`src/rtl/sample_pair_packer_pkg.sv`:
```
// Shared constants and types for the ADC sample-pair byte packer.
// Holds the sync header bytes, the FSM state encoding and the pair payload.
package sample_pair_packer_pkg;

    localparam int unsigned SAMPLE_W = 12;
    localparam int unsigned PAIR_W   = 2 * SAMPLE_W;
    localparam int unsigned BYTE_W   = 8;

    localparam logic [BYTE_W-1:0] SYNC0 = 8'hA5;
    localparam logic [BYTE_W-1:0] SYNC1 = 8'h5A;

    typedef enum logic [2:0] {
        ST_IDLE = 3'd0,
        ST_HDR0 = 3'd1,
        ST_HDR1 = 3'd2,
        ST_B0   = 3'd3,
        ST_B1   = 3'd4,
        ST_B2   = 3'd5
    } state_e;

    typedef struct packed {
        logic [SAMPLE_W-1:0] s1;
        logic [SAMPLE_W-1:0] s2;
    } pair_t;

endpackage

```
`src/rtl/sample_pair_packer_pair_fifo.sv`:
```
// Synchronous sample-pair FIFO with flop storage; dout always shows the head entry.
// Caller guarantees no pop when empty and no push when full unless popping too.
module sample_pair_packer_pair_fifo #(
    parameter int unsigned WIDTH = 24,
    parameter int unsigned DEPTH = 16
) (
    input  logic                     clk,
    input  logic                     reset_n,
    input  logic                     push_i,
    input  logic                     pop_i,
    input  logic [WIDTH-1:0]         din_i,
    output logic [WIDTH-1:0]         dout_o,
    output logic [$clog2(DEPTH):0]   level_o,
    output logic                     full_o,
    output logic                     empty_o
);

    localparam int unsigned AW = $clog2(DEPTH);
    localparam int unsigned LW = AW + 1;

    logic [WIDTH-1:0] mem_q [DEPTH];
    logic [AW-1:0]    wr_ptr_q;
    logic [AW-1:0]    rd_ptr_q;
    logic [LW-1:0]    level_q;

    // Pointers wrap naturally because DEPTH is a power of two.
    always_ff @(posedge clk) begin
        if (!reset_n) begin
            wr_ptr_q <= '0;
            rd_ptr_q <= '0;
            level_q  <= '0;
        end else begin
            if (push_i) wr_ptr_q <= wr_ptr_q + AW'(1);
            if (pop_i)  rd_ptr_q <= rd_ptr_q + AW'(1);
            case ({push_i, pop_i})
                2'b10:   level_q <= level_q + LW'(1);
                2'b01:   level_q <= level_q - LW'(1);
                default: level_q <= level_q;
            endcase
        end
    end

    always_ff @(posedge clk) begin
        if (push_i) mem_q[wr_ptr_q] <= din_i;
    end

    assign dout_o  = mem_q[rd_ptr_q];
    assign level_o = level_q;
    assign full_o  = (level_q == LW'(DEPTH));
    assign empty_o = (level_q == '0);

endmodule

```
`src/rtl/sample_pair_packer.sv`:
```
// Buffers averaged ADC sample pairs and serialises them as a framed byte stream:
// sync header A5 5A, then FRAME_LEN pairs of 3 bytes each, with ready/valid backpressure.
module sample_pair_packer
    import sample_pair_packer_pkg::*;
#(
    parameter int unsigned DEPTH     = 16,
    parameter int unsigned FRAME_LEN = 64
) (
    input  logic                    clk,
    input  logic                    reset_n,
    input  logic                    in_valid,
    input  logic [SAMPLE_W-1:0]     in1,
    input  logic [SAMPLE_W-1:0]     in2,
    output logic [BYTE_W-1:0]       byte_data,
    output logic                    byte_valid,
    input  logic                    byte_ready,
    output logic [$clog2(DEPTH):0]  fifo_level,
    output logic                    overflow,
    output logic                    frame_start
);

    localparam int unsigned CNT_W = (FRAME_LEN > 1) ? $clog2(FRAME_LEN) : 1;

    state_e              state_q, state_d;
    logic [CNT_W-1:0]    pair_cnt_q, pair_cnt_d;
    pair_t               hold_q, hold_d;
    logic [BYTE_W-1:0]   byte_data_q, byte_data_d;
    logic                byte_valid_q, byte_valid_d;
    logic                frame_start_q, frame_start_d;
    logic                overflow_q, overflow_d;

    logic                xfer_c;
    logic                pop_c;
    logic                push_c;
    logic [CNT_W-1:0]    cnt_next_c;
    pair_t               fifo_dout;
    logic                fifo_full;
    logic                fifo_empty;

    sample_pair_packer_pair_fifo #(
        .WIDTH (PAIR_W),
        .DEPTH (DEPTH)
    ) u_fifo (
        .clk     (clk),
        .reset_n (reset_n),
        .push_i  (push_c),
        .pop_i   (pop_c),
        .din_i   ({in1, in2}),
        .dout_o  (fifo_dout),
        .level_o (fifo_level),
        .full_o  (fifo_full),
        .empty_o (fifo_empty)
    );

    assign xfer_c     = byte_valid_q & byte_ready;
    assign cnt_next_c = (pair_cnt_q == CNT_W'(FRAME_LEN - 1)) ? '0 : pair_cnt_q + CNT_W'(1);
    // A full FIFO still accepts when the head leaves on the same edge.
    assign push_c     = in_valid & (~fifo_full | pop_c);

    always_ff @(posedge clk) begin
        if (!reset_n) state_q <= ST_IDLE;
        else          state_q <= state_d;
    end

    always_comb begin
        state_d = state_q;
        case (state_q)
            ST_IDLE: if (!fifo_empty) state_d = (pair_cnt_q == '0) ? ST_HDR0 : ST_B0;
            ST_HDR0: if (xfer_c) state_d = ST_HDR1;
            ST_HDR1: if (xfer_c) state_d = ST_B0;
            ST_B0:   if (xfer_c) state_d = ST_B1;
            ST_B1:   if (xfer_c) state_d = ST_B2;
            ST_B2: begin
                if (xfer_c) begin
                    if (fifo_empty)             state_d = ST_IDLE;
                    else if (cnt_next_c != '0)  state_d = ST_B0;
                    else                        state_d = ST_HDR0;
                end
            end
            default: state_d = ST_IDLE;
        endcase
    end

    // Next values of the output/datapath registers; byte_data only changes on a state change.
    always_comb begin
        pop_c         = (state_d == ST_B0) && (state_q != ST_B0);
        hold_d        = pop_c ? fifo_dout : hold_q;
        pair_cnt_d    = ((state_q == ST_B2) && xfer_c) ? cnt_next_c : pair_cnt_q;
        byte_valid_d  = (state_d != ST_IDLE);
        frame_start_d = (state_q == ST_HDR0) && xfer_c;
        overflow_d    = overflow_q | (in_valid & ~push_c);
        byte_data_d   = byte_data_q;
        if (state_d != state_q) begin
            case (state_d)
                ST_HDR0: byte_data_d = SYNC0;
                ST_HDR1: byte_data_d = SYNC1;
                ST_B0:   byte_data_d = hold_d.s1[11:4];
                ST_B1:   byte_data_d = {hold_q.s1[3:0], hold_q.s2[11:8]};
                ST_B2:   byte_data_d = hold_q.s2[7:0];
                default: byte_data_d = 8'h00;
            endcase
        end
    end

    always_ff @(posedge clk) begin
        if (!reset_n) begin
            pair_cnt_q    <= '0;
            hold_q        <= '0;
            byte_data_q   <= '0;
            byte_valid_q  <= 1'b0;
            frame_start_q <= 1'b0;
            overflow_q    <= 1'b0;
        end else begin
            pair_cnt_q    <= pair_cnt_d;
            hold_q        <= hold_d;
            byte_data_q   <= byte_data_d;
            byte_valid_q  <= byte_valid_d;
            frame_start_q <= frame_start_d;
            overflow_q    <= overflow_d;
        end
    end

    assign byte_data   = byte_data_q;
    assign byte_valid  = byte_valid_q;
    assign frame_start = frame_start_q;
    assign overflow    = overflow_q;

endmodule

```
`config.mk`:
```
export PLATFORM = sky130hd
export DESIGN_NAME = sample_pair_packer
export DESIGN_NICKNAME = d
export VERILOG_FILES = /design/src/rtl/sample_pair_packer_pkg.sv /design/src/rtl/sample_pair_packer_pair_fifo.sv /design/src/rtl/sample_pair_packer.sv
export SDC_FILE = /design/constraint.sdc
export NUM_CORES = 1
export LEC_CHECK = 0
export ABC_AREA = 1
export BUFFER_PORTS_ARGS = -buffer_cell sky130_fd_sc_hd__buf_2
export CAP_MARGIN = 20
export CORE_AREA = 2 2 178 180
export CTS_CLUSTER_DIAMETER = 100
export CTS_CLUSTER_SIZE = 24
export DETAILED_ROUTE_END_ITERATION = 8
export DIE_AREA = 0 0 180 182
export GPL_ROUTABILITY_DRIVEN = 1
export GPL_TIMING_DRIVEN = 0
export PLACE_DENSITY = 0.77
export SYNTH_ARGS = -nofsm -noshare
export SYNTH_HDL_FRONTEND = slang
export SYNTH_SLANG_ARGS = --single-unit
```
`constraint.sdc`:
```
create_clock -name clk -period 4.3 [get_ports clk]
set_input_delay 0.215 -clock clk [delete_from_list [all_inputs] [get_ports clk]]
set_output_delay 0.215 -clock clk [all_outputs]
set_load 0.01 [all_outputs]
```
==> key figures <==
Place
  – I/O Buffers: 43
  – Cell count after placement: 2071
  – Final GP Congestion: 0.917
  – Post-detailed-placement half-perimeter wirelength: 31.6 mm
  – Placed cell area: 19400 um2
  – Placement Setup Slack: 0.965 ns

Die
  – Die Span Y: 182 um
  – FP Rows: 65
  – Top Ports: 44
  – Width of the die: 180 um
  – Total die area: 32800 um2
  – Core ar.: 31000 um2
  – Starting Density: 58.9%

Global route
  – Maximum number of pins on one net before global-route repair: 26
  – Vias in the first global route: 12300
  – Met3 Usage GRT: 4.39%
  – Final global-route overflow total: 0
  – Gr usage total: 29.5%
  – Number of antenna violations at the first check in global routing: 0
  – Global Route met2 Usage: 48.7%
  – Global-route wire length before repair: 72.9 mm
  – Global-route met1 utilization: 39.5%
  – Routing layer with the top usage in global route: met2

Synthesis
  – Post-synth design cell area: 18300 um2
  – Flip-flop and latch count after synthesis: 445
  – Async set or reset register ratio after synthesis: 0%
  – Number of warning messages in the yosys log: 0
  – Sequential element share of the synthesized area: 69.8%
  – Area leader, netlist: edfxtp_1
  – Gate Count Post-Synth: 1613
  – Post-synth cell types: 40
  – Average cell area after synthesis: 11.3 um2
  – Post-Synthesis Net Count: 1652
  – Dominant cells by area after synthesis: edfxtp_1 (63%), dfxtp_1 (6.7%), nand2_1 (5.6%)
  – Post-synth top area share: 63.1%
  – Count of flip-flops with a built-in enable after synthesis: 384
  – Top flip-flop cell by instance count after synthesis: edfxtp_1

Cells and area
  – Nets@finish: 1733
  – # diodes: 0
  – Leading cell types in the layout, fill and taps excluded: edfxtp_1 (384), nand2_1 (271), nor2_1 (171), inv_1 (151), o21ai_0 (142)
  – Layout cell share with drive strength beyond 1: 8.83%
  – Post-route core utilization: 64.8%
  – Non-filler cells in the finished layout: 2112
  – Non-Filler Cell Area, Final: 20100 um2
  – P&R area growth vs syn: 10.0%
  – Leading cell type in the layout, fill and taps excluded: edfxtp_1

Clocking
  – Clock tree from TritonCTS: built
  – CTS Sinks: 445
  – Number of H-tree levels: 1
  – Clock latency reported for the late side of the worst-skew pair: 0.57 ns
  – Clock slew at the register clock pins of the worst setup and hold paths: 0.10 ns
  – Post-CTS resize count: 0
  – Total CTS buffers: 22
  – Clock Tree Root: clkbuf_16
  – Worst-case clock buffer depth: 3

Detailed routing
  – Routed WL per cell: 22.8 um
  – Routed via count divided by cell count: 6.16
  – Residual DRC count: 0
  – Starting DRT DRC Count: 1832
  – Via Count: 13000
  – Number of optimization iterations in the first detailed-route pass: 6
  – Total Wirelength: 48.2 mm
  – Count of nets left with antenna violations after detail routing: 0

STA
  – Setup-violating endpoint count in the final report: 0
  – Setup repair after global routing missed its margin: no
  – Period Utilization, post-route: 79.3%
  – Worst Skew: 0.0293 ns
  – Highest clock rate: 293 MHz
  – Setup WS post-layout: 0.892 ns
  – Final Max Tran Viols: 0
  – Clock period minus worst slack: 3.41 ns
  – Worst rel slew slack: 27.5%
  – Final hold violations: 0
  – Slew at the pin closest to its max-slew limit: 1.08 ns

Run
  – Max Cap Violations: 0

Worst setup path
  – Critical path arrival: 3.58 ns
  – Critical path start-end classification: flip-flop to flip-flop
  – Critical path required time: 4.47 ns
  – Element type at the critical path start: flip-flop
  – Top fanout value on the critical path: 24
  – Critical Path Sink Type: flip-flop

Power
  – Leakage: 0.00724 uW
  – Max VDD drop: 0.530 mV
  – Areal power density over the cells: 404 nW/um2
  – Pwr Total: 8110 uW

Min path
  – Hold Path Class: input pin to flip-flop

Run status
  – Status: finished clean
[per-stage QoR]
step                      TNS, ns  hold slack [ns]
after floorplan                 0            0.314
after global placement     -51.46            0.446
after detailed placement        0            0.455
after CTS                       0          0.00566
after global routing            0           0.0215
final                           0           0.0200
[layer usage]
layer | vias to the layer above | part of all wire, %
li1 | 5805 | -
met1 | 6210 | 37
met2 | 830 | 48
met3 | 155 | 10
met4 | 0 | 4.7
met5 | - | 0
[cells in the mapped netlist, types with 10 or more instances]
library cell,instances
nor2_1,187
edfxtp_1,384
a31oi_1,16
ha_1,10
o21ai_0,142
clkbuf_1,51
o221ai_1,42
nand4_1,13
o21ai_1,12
dfxtp_1,61
a21oi_1,28
o211ai_1,23
o22ai_1,22
nand3_1,122
buf_2,26
nand2_1,271
inv_1,151
[critical path, cell delays in order, from the launching register on]
cell,delay (ns)
dfxtp_1,0.38
ha_1,0.23
nand2_1,0.14
nor2_1,0.06
nand2_1,0.12
nand3_1,0.11
nand2_1,0.10
nand2_2,0.10
nand2_4,0.10
nand3_4,0.13
nand3_2,0.11
nand2_2,0.13
inv_2,0.14
nand2_1,0.26
nor2_4,0.91
[power by group]
group / internal, uW / switching [uW] / total (uW)
Clock: 989 / 1320 / 2310
Combinational: 257 / 678 / 935
Sequential: 4800 / 61.5 / 4860
[flip-flops by register name, indices dropped and copies added, names as in the netlist, named ones only]
register and count:
pair_cnt_q 6, u_fifo.level_o 5, hold_q 24, u_fifo.wr_ptr_q 4
overflow 1, u_fifo.rd_ptr_q 4, byte_valid 1, u_fifo.mem_q 384
state_q 3, frame_start 1, byte_data 8
[area by class of cell]
| type | instances | area [um2] |
|---|---|---|
| tap | 402 | 503 |
| clock inverter | 2 | 32.5 |
| multi-input combinational | 917 | 4620 |
| fill | 2307 | 10900 |
| clock buffer | 38 | 611 |
| buffer | 89 | 397 |
| sequential | 445 | 12800 |
| inverter | 162 | 611 |
| timing repair buffer | 57 | 561 |
[final timing paths]
kind                                             to  cells past startpoint  slack, ns           from
worst min register to register         byte_data[3]                      2       0.47   byte_data[3]
worst max register to register  u_fifo.mem_q[1][16]                     14       0.89  pair_cnt_q[0]
worst min-delay path            u_fifo.mem_q[0][11]                      1       0.02        in2[11]
worst max-delay path            u_fifo.mem_q[1][16]                     14       0.89  pair_cnt_q[0]
[cells by family (layout without fill, tap and decap cells)]
kind of cell	Yosys count	count (layout)	synth area share, %
and+or+nand+nor	609	609	14.1
DFF	445	445	69.8
AOI/OAI and AO/OA	293	293	9.61
buffers and inverters	251	348	5.52
adders and majority gates	11	11	0.795
xor gates and xnor gates	4	4	0.192
[what timing repair did]
item                      CTS  global route
hold buffers                1             0
buffers inserted            0             0
hold endpoints to repair    1             0
Note: power is estimated with default switching activity, not from simulation.
